File: config.mk
export PLATFORM = sky130hd
export DESIGN_NAME = aud_sample_pwm
export DESIGN_NICKNAME = d
export VERILOG_FILES = /design/src/rtl/aud_pkg.sv /design/src/rtl/aud_sample_fifo.sv /design/src/rtl/aud_sample_pwm.sv
export SDC_FILE = /design/constraint.sdc
export NUM_CORES = 1
export LEC_CHECK = 0
export BUFFER_PORTS_ARGS = -buffer_cell sky130_fd_sc_hd__buf_2
export CAP_MARGIN = 20
export CORE_MARGIN = 4
export CORE_UTILIZATION = 40
export DETAILED_ROUTE_END_ITERATION = 8
export PLACE_DENSITY = 0.57
export SLEW_MARGIN = 30
export SYNTH_ARGS = -nofsm -noshare
export SYNTH_HDL_FRONTEND = slang
export SYNTH_HIERARCHICAL = 1
export SYNTH_SLANG_ARGS = --single-unit
File: constraint.sdc
create_clock -name pclk_i -period 5.9 [get_ports pclk_i]
set_input_delay 0.885 -clock pclk_i [delete_from_list [all_inputs] [get_ports pclk_i]]
set_output_delay 0.885 -clock pclk_i [all_outputs]
set_load 0.05 [all_outputs]
File: src/rtl/aud_pkg.sv
// Shared types and defaults for the audio sample-to-PWM back-end.
package aud_pkg;

    // Playback sequencer states.
    typedef enum logic [1:0] {
        IDLE  = 2'd0,
        PRIME = 2'd1,
        PLAY  = 2'd2
    } aud_state_t;

    // Default geometry of the audio path.
    localparam int AUD_SAMPLE_W   = 8;
    localparam int AUD_FIFO_DEPTH = 16;
    localparam int AUD_PWM_REPEAT = 8;
    localparam int AUD_PRIME_LVL  = 4;

    // Midscale code for an unsigned sample of the given width: the silence level.
    function automatic logic [31:0] midscale(input int unsigned width);
        return 32'd1 << (width - 1);
    endfunction

endpackage

File: src/rtl/aud_sample_fifo.sv
// Synchronous sample FIFO with occupancy, full and empty; synchronous active-low reset.
module aud_sample_fifo #(
    parameter int DATA_W = 8,
    parameter int DEPTH  = 16
) (
    input  logic                     clk_i,
    input  logic                     rst_ni,
    input  logic                     push_i,
    input  logic [DATA_W-1:0]        data_i,
    input  logic                     pop_i,
    output logic [DATA_W-1:0]        data_o,
    output logic [$clog2(DEPTH):0]   level_o,
    output logic                     empty_o,
    output logic                     full_o
);

    localparam int ADDR_W = $clog2(DEPTH);
    localparam int LVL_W  = ADDR_W + 1;

    // Pointers carry one extra wrap bit so full and empty are distinguishable.
    logic [ADDR_W:0]    wr_ptr_q, wr_ptr_d;
    logic [ADDR_W:0]    rd_ptr_q, rd_ptr_d;
    logic [DATA_W-1:0]  mem_q [DEPTH];
    logic               do_push;
    logic               do_pop;

    assign level_o = wr_ptr_q - rd_ptr_q;
    assign empty_o = (level_o == '0);
    assign full_o  = (level_o == LVL_W'(DEPTH));
    assign do_push = push_i && !full_o;
    assign do_pop  = pop_i && !empty_o;
    assign data_o  = mem_q[rd_ptr_q[ADDR_W-1:0]];

    // Next pointer values: advance only on an accepted push or pop.
    always_comb begin
        // NOTE: every always_comb output gets a default first so no latch is inferred.
        wr_ptr_d = wr_ptr_q;
        rd_ptr_d = rd_ptr_q;
        if (do_push) wr_ptr_d = wr_ptr_q + 1'b1;
        if (do_pop)  rd_ptr_d = rd_ptr_q + 1'b1;
    end

    // Pointer registers; reset empties the FIFO.
    always_ff @(posedge clk_i) begin
        // NOTE: sequential state uses non-blocking assignments so all registers update together.
        if (!rst_ni) begin
            wr_ptr_q <= '0;
            rd_ptr_q <= '0;
        end else begin
            wr_ptr_q <= wr_ptr_d;
            rd_ptr_q <= rd_ptr_d;
        end
    end

    // Sample storage written on accepted pushes.
    always_ff @(posedge clk_i) begin
        // NOTE: storage is not reset; the pointers alone decide which entries are valid.
        if (do_push) mem_q[wr_ptr_q[ADDR_W-1:0]] <= data_i;
    end

endmodule

File: src/rtl/aud_sample_pwm.sv
// Audio back-end: buffers PCM samples, primes, paces one sample per
// PWM_REPEAT PWM periods and renders each as a PWM duty on aud_pwm_o.
module aud_sample_pwm
    import aud_pkg::*;
#(
    parameter int SAMPLE_W   = AUD_SAMPLE_W,
    parameter int FIFO_DEPTH = AUD_FIFO_DEPTH,
    parameter int PWM_REPEAT = AUD_PWM_REPEAT,
    parameter int PRIME_LVL  = AUD_PRIME_LVL
) (
    input  logic                           pclk_i,
    input  logic                           presetn_i,
    input  logic                           enable_i,
    input  logic [SAMPLE_W-1:0]            sample_i,
    input  logic                           sample_valid_i,
    output logic                           sample_ready_o,
    input  logic                           clr_underrun_i,
    output logic [$clog2(FIFO_DEPTH):0]    level_o,
    output logic                           empty_o,
    output logic                           full_o,
    output logic                           underrun_o,
    output logic                           busy_o,
    output logic                           aud_pwm_o
);

    localparam int LVL_W = $clog2(FIFO_DEPTH) + 1;
    localparam int REP_W = (PWM_REPEAT > 1) ? $clog2(PWM_REPEAT) : 1;
    localparam logic [REP_W-1:0]    REP_LAST = REP_W'(PWM_REPEAT - 1);
    localparam logic [SAMPLE_W-1:0] SILENCE  = SAMPLE_W'(midscale(SAMPLE_W));

    aud_state_t             state_q;
    logic [SAMPLE_W-1:0]    cur_sample_q;
    logic [SAMPLE_W-1:0]    cnt_q, cnt_d;
    logic [REP_W-1:0]       rep_q, rep_d;
    logic                   underrun_q;
    logic                   pwm_q;

    logic [SAMPLE_W-1:0]    fifo_head;
    logic                   fifo_pop;
    logic                   primed;
    logic                   boundary;
    logic                   underrun_set;

    aud_sample_fifo #(
        .DATA_W (SAMPLE_W),
        .DEPTH  (FIFO_DEPTH)
    ) u_fifo (
        .clk_i   (pclk_i),
        .rst_ni  (presetn_i),
        .push_i  (sample_valid_i),
        .data_i  (sample_i),
        .pop_i   (fifo_pop),
        .data_o  (fifo_head),
        .level_o (level_o),
        .empty_o (empty_o),
        .full_o  (full_o)
    );

    assign sample_ready_o = !full_o;
    assign underrun_o     = underrun_q;
    assign busy_o         = (state_q == PLAY);
    assign aud_pwm_o      = pwm_q;

    // Sample-boundary detection, pop requests and counter increments.
    always_comb begin
        primed       = (level_o >= LVL_W'(PRIME_LVL));
        boundary     = (cnt_q == '1) && (rep_q == REP_LAST);
        fifo_pop     = enable_i &&
                       (((state_q == PRIME) && primed) || ((state_q == PLAY) && boundary));
        underrun_set = enable_i && (state_q == PLAY) && boundary && empty_o;
        cnt_d        = cnt_q + 1'b1;
        rep_d        = rep_q + 1'b1;
    end

    // Playback sequencer, period/repeat counters, PWM compare and underrun flag.
    always_ff @(posedge pclk_i) begin
        if (!presetn_i) begin
            state_q      <= IDLE;
            cur_sample_q <= '0;
            cnt_q        <= '0;
            rep_q        <= '0;
            underrun_q   <= 1'b0;
            pwm_q        <= 1'b0;
        end else begin
            // Setting wins over a coincident clear.
            if (underrun_set)        underrun_q <= 1'b1;
            else if (clr_underrun_i) underrun_q <= 1'b0;

            case (state_q)
                IDLE: begin
                    pwm_q <= 1'b0;
                    cnt_q <= '0;
                    rep_q <= '0;
                    if (enable_i) state_q <= PRIME;
                end
                PRIME: begin
                    pwm_q <= 1'b0;
                    if (!enable_i) begin
                        state_q <= IDLE;
                    end else if (primed) begin
                        cur_sample_q <= fifo_head;
                        cnt_q        <= '0;
                        rep_q        <= '0;
                        state_q      <= PLAY;
                    end
                end
                PLAY: begin
                    if (!enable_i) begin
                        // FIFO contents are kept; restart goes through PRIME.
                        state_q <= IDLE;
                        pwm_q   <= 1'b0;
                        cnt_q   <= '0;
                        rep_q   <= '0;
                    end else begin
                        pwm_q <= (cnt_q < cur_sample_q);
                        cnt_q <= cnt_d;
                        if (boundary) begin
                            rep_q        <= '0;
                            cur_sample_q <= empty_o ? SILENCE : fifo_head;
                        end else if (cnt_q == '1) begin
                            rep_q <= rep_d;
                        end
                    end
                end
                default: state_q <= IDLE;
            endcase
        end
    end

endmodule

==> out/metrics.yaml, run 1 <==
status: "completed"
yosysWarnings: 6
gp_congestion: 0.758
viasPerCell: 5.36
grt_pass1_wl_um: 22600
dp_cells: 673
cts_buffer_depth: 2
max_slew_margin_pct: 39.3
critPathRequiredTime_ns: 5.02
fp-row-count: 48
dr_total_vias: 3777
maxCapViolCount: 0
reg2reg_slack_ns: 2.36
worst_slew_pin_slew_ns: 0.908
drc: 0
synth.top_cells.by_area: "edfxtp_1 (55%), mux4_2 (13%), dfxtp_1 (11%), ha_1 (3.4%), mux2i_1 (2.6%)"
maxSlewViolCount: 0
r2r_end: "u_fifo/mem_q[5][6]"
hold_depth: 2
ctsRootBufferMaster: "clkbuf_16"
rr_worst_depth: 9
leakage_nw: 2.70
endpoint_kind: "output port"
holdWs_ns: 0.460
clk_pin_slew_worst_paths_ns: 0.07
finalCritPeriodShare_pct: 64.6
grt.busiest_layer: "met2"
drt-wirelength-per-cell_um: 20.2
met1_usage_pct: 21.0
io_pins: 24
track_usage_pct: 15.4
dieArea_um2: 19700
port_buffers: 23
start_util_pct: 40.6
timing.rr.start: "u_fifo/wr_ptr_q[0]"
critPathKind: "flip-flop to output port"
fillers: 1477
setup-tns-final_ns: 0
rsz0062_at_grt: "no"
hold_path.class: "flip-flop to flip-flop"
synth_cells: 438
syn_area_per_cell_um2: 16.0
drive_gt1_share_pct: 22.1
seq_area_frac_synth_pct: 65.5
setup_viol: 0
finalPower_mw: 2.49
syn_area_um2: 7000
synthFlopType: "edfxtp_1"
finalInstanceArea_um2: 7940
dp_hpwl_um: 9620
min_from: "cur_sample_q[6]"
skew_ns: 0.0125
post_cts_buffers: 0
utilization_pct: 46.1
syn_to_final_growth_pct: 13.4
hold_buffers: 0
finalHoldViolations: 0
placedInstanceArea_um2: 7360
die_h_um: 140
layout.cells.non_filler: 705
cts_tree: "built"
max_freq_ghz: 0.262
use_met2_pct: 24.8
drtPass1Iterations: 7
start_kind: "flip-flop"
drt_iter0_markers: 232
ys_types: 48
antenna_found_initial: 0
min_period_ns: 3.81
grt_overflow: 0
synth.ff_latch_count: 165
htree_levels: 4
arrival_ns: 2.93
fin_ws_ns: 2.09
cts_resized: 0
synthTopCellsByCount: "edfxtp_1 (128), mux4_2 (40), dfxtp_1 (37), nand2_1 (33), inv_1 (20)"
critical_path_peak_fanout: 7
syn_nets: 471
yosys.area.top_type: "edfxtp_1"
cts_made_buffers: 17
grt_use_met3_pct: 3.86
synth_edf_count: 128
cts.sinks: 165
hold_path_end: "cur_sample_q[6]"
wirelength_um: 14200
multi_input_area_um2: 2270
synthArstFlopShare_pct: 0
antenna_cells: 0
place_ws_ns: 2.32
synth_top_area_share_pct: 54.9
power_density_nw_per_um2: 313
peakVddDrop_mv: 0.265
clk_latency_ns: 0.43
grt_pass1_vias: 3811
antenna_left: 0
regArea_um2: 4590
synth_most_common_cell: "edfxtp_1"
coreArea_um2: 17200
die_x_um: 140
grt_max_degree: 34
fin_nets: 500
-- layer usage --
metal,vias to the layer above,routed length [µm]
li1,1775,-
met1,1928,6570
met2,57,7000
met3,17,494
met4,0,174
met5,-,0
-- worst max-delay path: stages (launching register included) --
cell,delay (ns)
dfxtp_1,0.41
inv_1,0.12
ha_1,0.22
inv_1,0.07
fa_1,0.45
nor3b_1,0.21
nand4b_1,0.23
a211oi_4,0.46
buf_2,0.34
-- power breakdown --
group          switching (mW)  total (mW)  internal (mW)  leakage [nW]
Sequential            0.00733        1.27           1.27          1.46
Clock                   0.490        1.09          0.600         0.284
Combinational          0.0872       0.127         0.0396         0.957
Total                   0.585        2.49           1.91          2.70
-- cell families after synthesis --
| logic type | share of synthesized area [%] |
|---|---|
| AOI/OAI and AO/OA | 4.50 |
| xor gates and xnor gates | 0.500 |
| adders and majority gates | 3.68 |
| buffers and inverters | 2.29 |
| DFF | 65.5 |
| muxes | 15.4 |
| and+or+nand+nor | 8.13 |
-- worst max path at each step --
stage / from / to / slack [ns] / cells after the start
after floorplan: u_fifo/wr_ptr_q[0] / sample_ready_o / 2.09 / 8
after global placement: u_fifo/wr_ptr_q[0] / u_fifo/mem_q[11][1] / 2.43 / 9
after detailed placement: u_fifo/wr_ptr_q[0] / u_fifo/mem_q[5][1] / 2.32 / 9
after CTS: u_fifo/wr_ptr_q[0] / full_o / 2.08 / 8
after global routing: u_fifo/wr_ptr_q[0] / full_o / 1.86 / 8
final: u_fifo/wr_ptr_q[0] / full_o / 2.09 / 8
-- flip-flops by register name (all words and copies together) (netlist names), named ones only --
register / count
underrun_o: 1
u_fifo/rd_ptr_q: 5
u_fifo/wr_ptr_q: 5
state_q: 2
cnt_q: 8
rep_q: 3
cur_sample_q: 8
u_fifo/mem_q: 128
aud_pwm_o: 1
-- final cells by class --
class / instances / share of cell area (%)
Tap cell: 225 / 3.54
Timing Repair Buffer: 27 / 1.83
Inverter: 21 / 0.992
Clock inverter: 15 / 2.00
Multi-Input combinational cell: 235 / 28.6
Clock buffer: 17 / 5.36
Sequential cell: 165 / 57.7
-- cells in the final DEF, fill, tap and decap left out, types with 2 or more instances in the layout --
cell type   count
edfxtp_1      128
mux4_2         40
dfxtp_1        36
nand2_1        33
buf_2          23
inv_1          20
ha_1           19
mux2i_1        18
clkbuf_16      17
and3_1         13
o21ai_0        11
a21oi_1        10
nand3_1         9
nor2_1          8
or3_1           8
nor2b_1         6
o31ai_1         6
a21boi_0        6
inv_8           5
nand2b_1        4
or4_1           4
xor2_1          4
nand4_1         4
nand3b_1        4
inv_6           4
buf_4           4
nor3_1          3
nor3b_1         2
o22ai_1         2
clkinv_4        2
clkinvlp_4      2
Note: power is estimated with default switching activity, not from simulation.
==> inputs of run 2 (changes only) <==
clock period = 3.95 ns   (was 5.9 ns; I/O delays follow)
==> run 2 against run 1 <==
Compared with the run above: via count is 0.82% higher; design area decreased by 0.20%; total power grew 45%; clock power rose by 39%; core utilization is 0.094 points lower; critical endpoint unchanged.
==> out/metrics.yaml, run 2 (synthesis results as in run 1) <==
status: "completed"  # unchanged
critPathRequiredTime_ns: 3.36  # was 5.02 ns
io_pins: 24  # unchanged
drc: 0  # unchanged
drt-wirelength-per-cell_um: 20.4  # was 20.2 µm
antenna_found_initial: 0  # unchanged
min_from: "cur_sample_q[6]"  # unchanged
rr_worst_depth: 9  # unchanged
largest_reg_flops: 128  # unchanged
hold_path.class: "flip-flop to flip-flop"  # unchanged
setup-tns-final_ns: 0  # unchanged
hold_buffers: 0  # unchanged
syn_to_final_growth_pct: 13.2  # was 13.4%
setup_viol: 0  # unchanged
drt_iter0_markers: 293  # was 232
die_x_um: 140  # unchanged
track_usage_pct: 15.7  # was 15.4%
arrival_ns: 2.87  # was 2.93 ns
hold_path_end: "cur_sample_q[6]"  # unchanged
dr_total_vias: 3808  # was 3777
timing.rr.start: "u_fifo/wr_ptr_q[0]"  # unchanged
dp_hpwl_um: 9940  # was 9620 µm
viasPerCell: 5.38  # was 5.36
min_period_ns: 3.46
fp-row-count: 48  # unchanged
critical-path-max-stage-delay_ns: 0.45  # was 0.46 ns
fin_nets: 506  # was 500
drtPass1Iterations: 4  # was 7
finalCritPeriodShare_pct: 87.7
peakVddDrop_mv: 0.310  # was 0.265 mV
coreArea_um2: 17200  # unchanged
maxCapViolCount: 0  # unchanged
cts_tree: "built"  # unchanged
final_common_cell: "edfxtp_1"  # unchanged
grt_pass1_vias: 4019  # was 3811
cts_resized: 0  # unchanged
cp_common_cell: "inv_1"  # unchanged
crit_chain: "inv_1 -> ha_1 -> inv_1 -> fa_1 -> nor3b_1 -> nand4b_1 -> a211oi_4 -> buf_2"  # unchanged
drive_gt1_share_pct: 21.3  # was 22.1%
critPathKind: "flip-flop to output port"  # unchanged
grt_max_degree: 34  # unchanged
cts_buffer_depth: 2  # unchanged
critical_path_peak_fanout: 7  # unchanged
maxSlewViolCount: 0  # unchanged
cts_made_buffers: 17  # unchanged
clk_pin_slew_worst_paths_ns: 0.06  # was 0.07 ns
post_cts_buffers: 0  # unchanged
endpoint_kind: "output port"  # unchanged
start_kind: "flip-flop"  # unchanged
die_h_um: 140  # unchanged
gp_congestion: 0.769  # was 0.758
dieArea_um2: 19700  # unchanged
r2r_end: "u_fifo/mem_q[7][3]"  # was u_fifo/mem_q[5][6]
ctsRootBufferMaster: "clkbuf_16"  # unchanged
max_slew_margin_pct: 48.5  # was 39.3%
wirelength_um: 14500  # was 14200 µm
htree_levels: 4  # unchanged
dp_cells: 679  # was 673
max_freq_ghz: 0.289
rsz0062_at_grt: "no"  # unchanged
leakage_nw: 2.70  # about the same
antenna_left: 0  # unchanged
cts.sinks: 165  # unchanged
port_buffers: 23  # unchanged
cp_slowest_cell: "fa_1"  # was a211oi_4
grt_overflow: 0  # unchanged
hold_depth: 2  # unchanged
skew_ns: 0.0104  # was 0.0125 ns
grt_pass1_wl_um: 23300  # was 22600 µm
power_density_nw_per_um2: 456  # was 313 nW/µm²
layout_common_cells: "edfxtp_1 (128), mux4_2 (40), dfxtp_1 (36)"  # unchanged
worst_slew_pin_slew_ns: 0.773  # was 0.908 ns
start_util_pct: 40.6  # unchanged
reg2reg_slack_ns: 0.80  # was 2.36 ns
finalHoldViolations: 0  # unchanged
antenna_cells: 0  # unchanged
clk_latency_ns: 0.42  # was 0.43 ns
layout.cells.non_filler: 708  # was 705
==> run 2: changes by cell type in the layout (fill, tap and decap cells not counted), sizes merged <==
cell and change:
clkinv +1, clkbuf +1, inv -5, buf +6
==> run 2: critical path, delay by kind of cell, from the launching register on <==
| kind | cells | cell delay, ns |
|---|---|---|
| adder cells (fa/ha/maj) | 2 | 0.67 |
| buffers and inverters | 3 | 0.53 |
| AND/OR/NAND/NOR | 2 | 0.44 |
| AO/OA/AOI/OAI | 1 | 0.43 |
| flip-flops | 1 | 0.40 |
==> run 2: layout make-up <==
class                   count  area [µm²]
fillers                  1510        9310
flip-flops and latches    165        4590
multi-input cells         235        2260
clock buffers              18         429
well taps                 225         282
repair buffers             33         190
clock inverters            11         104
inverters                  21        78.8
==> run 2: per-layer routing <==
layer  GRT usage [%]  part of all wire (%)  vias to the layer above
met2            25.8                    51                       81
met3            3.86                   4.1                       10
met5               0                     0                        -
met4            4.59                   1.3                        0
met1            20.9                    44                     1936
li1                -                     -                     1781
==> run 2: how the worst max path moves through the flow <==
stage	end	cells past startpoint	slack (ns)	start
floorplan	u_fifo/mem_q[11][0]	9	0.17	u_fifo/wr_ptr_q[0]
global placement	u_fifo/mem_q[7][3]	9	0.95	u_fifo/wr_ptr_q[0]
detailed placement	u_fifo/mem_q[7][3]	9	0.81	u_fifo/wr_ptr_q[0]
CTS	full_o	8	0.48	u_fifo/wr_ptr_q[0]
global route	full_o	8	0.32	u_fifo/wr_ptr_q[0]
finish	full_o	8	0.49	u_fifo/wr_ptr_q[0]
==> run 2: metrics by stage <==
step | total power, mW | setup WS, ns | hold slack, ns | utilization, % | cell area [µm²]
3_5_place_dp | 2.13 | 0.810 | 0.458 | 42.9 | 7390
5_1_grt | 3.76 | 0.321 | 0.493 | 46.0 | 7930
3_3_place_gp | 2.13 | 0.945 | 0.455 | 42.9 | 7390
6_report | 3.62 | 0.485 | 0.459 | 46.0 | 7930
4_1_cts | 3.65 | 0.480 | 0.464 | 46.0 | 7930
2_1_floorplan | 2.06 | 0.167 | 0.438 | - | 7000
==> run 2: power breakdown <==
| group | internal (mW) | switching [mW] | leakage [nW] |
|---|---|---|---|
| Combinational | 0.0604 | 0.128 | 0.990 |
| Clock | 0.861 | 0.664 | 0.256 |
| Sequential | 1.89 | 0.0125 | 1.46 |
| Total | 2.81 | 0.804 | 2.70 |
==> inputs of run 3 (changes only) <==
clock period = 4.45 ns   (was 3.95 ns; I/O delays follow)
==> run 3 against run 2 <==
Compared with the run above: via count up 0.34%; critical path depth unchanged; worst setup slack better by 0.42 ns; sequential share of layout area down 0.36 points; sequential power down 11%; global-route usage down 0.11 points; wire length up 0.66%; register-to-register slack better by 0.38 ns; die area unchanged; design area up 0.63%; clock power about the same; clock skew up 0.0070 ns; highest routed layer unchanged.
==> out/metrics.yaml, run 3 (synthesis results as in run 1) <==
max_slew_margin_pct: 37.3  # was 48.5%
critical-path-max-stage-delay_ns: 0.44  # was 0.45 ns
coreArea_um2: 17200  # unchanged
die_h_um: 140  # unchanged
grt.busiest_layer: "met2"  # unchanged
antenna_cells: 0  # unchanged
hold_path.class: "flip-flop to flip-flop"  # unchanged
drive_gt1_share_pct: 21.8  # was 21.3%
cp_slowest_cell: "fa_1"  # unchanged
hold_buffers: 0  # unchanged
clk_latency_ns: 0.43  # was 0.42 ns
place_ws_ns: 1.19  # was 0.810 ns
antenna_found_initial: 0  # unchanged
hold_depth: 2  # unchanged
cts_made_buffers: 17  # unchanged
cts_resized: 0  # unchanged
maxSlewViolCount: 0  # unchanged
power_density_nw_per_um2: 421  # was 456 nW/µm²
setup_viol: 0  # unchanged
drtPass1Iterations: 4  # unchanged
drt_iter0_markers: 219  # was 293
viasPerCell: 5.40  # was 5.38
skew_ns: 0.0174  # was 0.0104 ns
track_usage_pct: 15.6  # was 15.7%
use_met2_pct: 26.2  # was 25.8%
fin_ws_ns: 0.905  # was 0.485 ns
finalPower_mw: 3.36  # was 3.62 mW
dieArea_um2: 19700  # unchanged
post_cts_buffers: 0  # unchanged
fp-row-count: 48  # unchanged
ctsRootBufferMaster: "clkbuf_16"  # unchanged
largest_reg_flops: 128  # unchanged
io_pins: 24  # unchanged
drc: 0  # unchanged
max_freq_ghz: 0.282
cts.sinks: 165  # unchanged
grt_max_degree: 34  # unchanged
worst_slew_pin_slew_ns: 0.936  # was 0.773 ns
met1_usage_pct: 20.4  # was 20.9%
grt_pass1_vias: 3890  # was 4019
gp_congestion: 0.764  # was 0.769
critical_path_peak_fanout: 7  # unchanged
cts_buffer_depth: 2  # unchanged
cp_common_cell: "inv_1"  # unchanged
placedInstanceArea_um2: 7360  # was 7390 µm²
rsz0062_at_grt: "no"  # unchanged
layout.cells.non_filler: 707  # was 708
dr_total_vias: 3821  # was 3808
setup-tns-final_ns: 0  # unchanged
arrival_ns: 2.88  # was 2.87 ns
critPathRequiredTime_ns: 3.78  # was 3.36 ns
fin_nets: 502  # was 506
peakVddDrop_mv: 0.282  # was 0.310 mV
status: "completed"  # unchanged
die_x_um: 140  # unchanged
finalHoldViolations: 0  # unchanged
maxCapViolCount: 0  # unchanged
min_period_ns: 3.55
finalCritPeriodShare_pct: 79.7
rr_worst_depth: 9  # unchanged
leakage_nw: 2.72  # was 2.70 nW
grt_pass1_wl_um: 22900  # was 23300 µm
port_buffers: 23  # unchanged
finalInstanceArea_um2: 7980  # was 7930 µm²
dp_hpwl_um: 9900  # was 9940 µm
dp_cells: 675  # was 679
layout_common_cells: "edfxtp_1 (128), mux4_2 (40), dfxtp_1 (36)"  # unchanged
clk_pin_slew_worst_paths_ns: 0.07  # was 0.06 ns
cts_tree: "built"  # unchanged
endpoint_kind: "output port"  # unchanged
syn_to_final_growth_pct: 13.9  # was 13.2%
antenna_left: 0  # unchanged
crit_chain: "inv_1 -> ha_1 -> inv_1 -> fa_1 -> nor3b_1 -> nand4b_1 -> a211oi_4 -> buf_2"  # unchanged
critPathKind: "flip-flop to output port"  # unchanged
drt-wirelength-per-cell_um: 20.6  # was 20.4 µm
final_common_cell: "edfxtp_1"  # unchanged
grt_use_met3_pct: 3.58  # was 3.86%
htree_levels: 4  # unchanged
start_util_pct: 40.6  # unchanged
wirelength_um: 14600  # was 14500 µm
start_kind: "flip-flop"  # unchanged
grt_overflow: 0  # unchanged
## run 3: cell types whose count changed in the layout (fill, tap and decap cells not counted), sizes merged
cell	previous run	this run
clkbuf	18	17
clkinvlp	2	1
buf	33	29
inv	25	29
bufinv	1	2
## run 3: worst paths after layout
path,from,to,slack (ns)
worst max register to register,u_fifo/wr_ptr_q[0],u_fifo/mem_q[7][0],1.18
worst min register to register,cur_sample_q[2],cur_sample_q[2],0.46
worst min-delay path,cur_sample_q[2],cur_sample_q[2],0.46
worst max-delay path,u_fifo/wr_ptr_q[0],full_o,0.90
## run 3: report_power, final
group / switching [mW] / total (mW) / internal (mW)
clock: 0.650 / 1.50 / 0.854
combinational: 0.114 / 0.167 / 0.0529
sequential: 0.0113 / 1.69 / 1.68
total: 0.775 / 3.36 / 2.58
## run 3: worst max-delay path: cells and delay by family (launching register included)
kind | cells | cell delay, ns
buf+inv | 3 | 0.53
fa+ha+maj | 2 | 0.66
flops | 1 | 0.40
simple gates | 2 | 0.44
compound gates | 1 | 0.43
## run 3: final cells by class
class                      count  area [µm²]
fill                        1435        9260
sequential                   165        4590
multi-input combinational    235        2260
clock buffer                  17         425
tap                          225         282
clock inverter                15         188
timing repair buffer          29         160
inverter                      21        78.8
## run 3: through the flow
step / utilization [%] / hold WS, ns
global placement: 42.7 / 0.451
CTS: 46.3 / 0.464
global route: 46.3 / 0.487
detailed placement: 42.7 / 0.455
floorplan: - / 0.438
finish: 46.3 / 0.462
## run 3: per-layer routing
metal	wire length, µm	share of wire [%]
met1	6400	44
met5	0	0
met3	558	3.8
met2	7450	51
met4	142	0.98
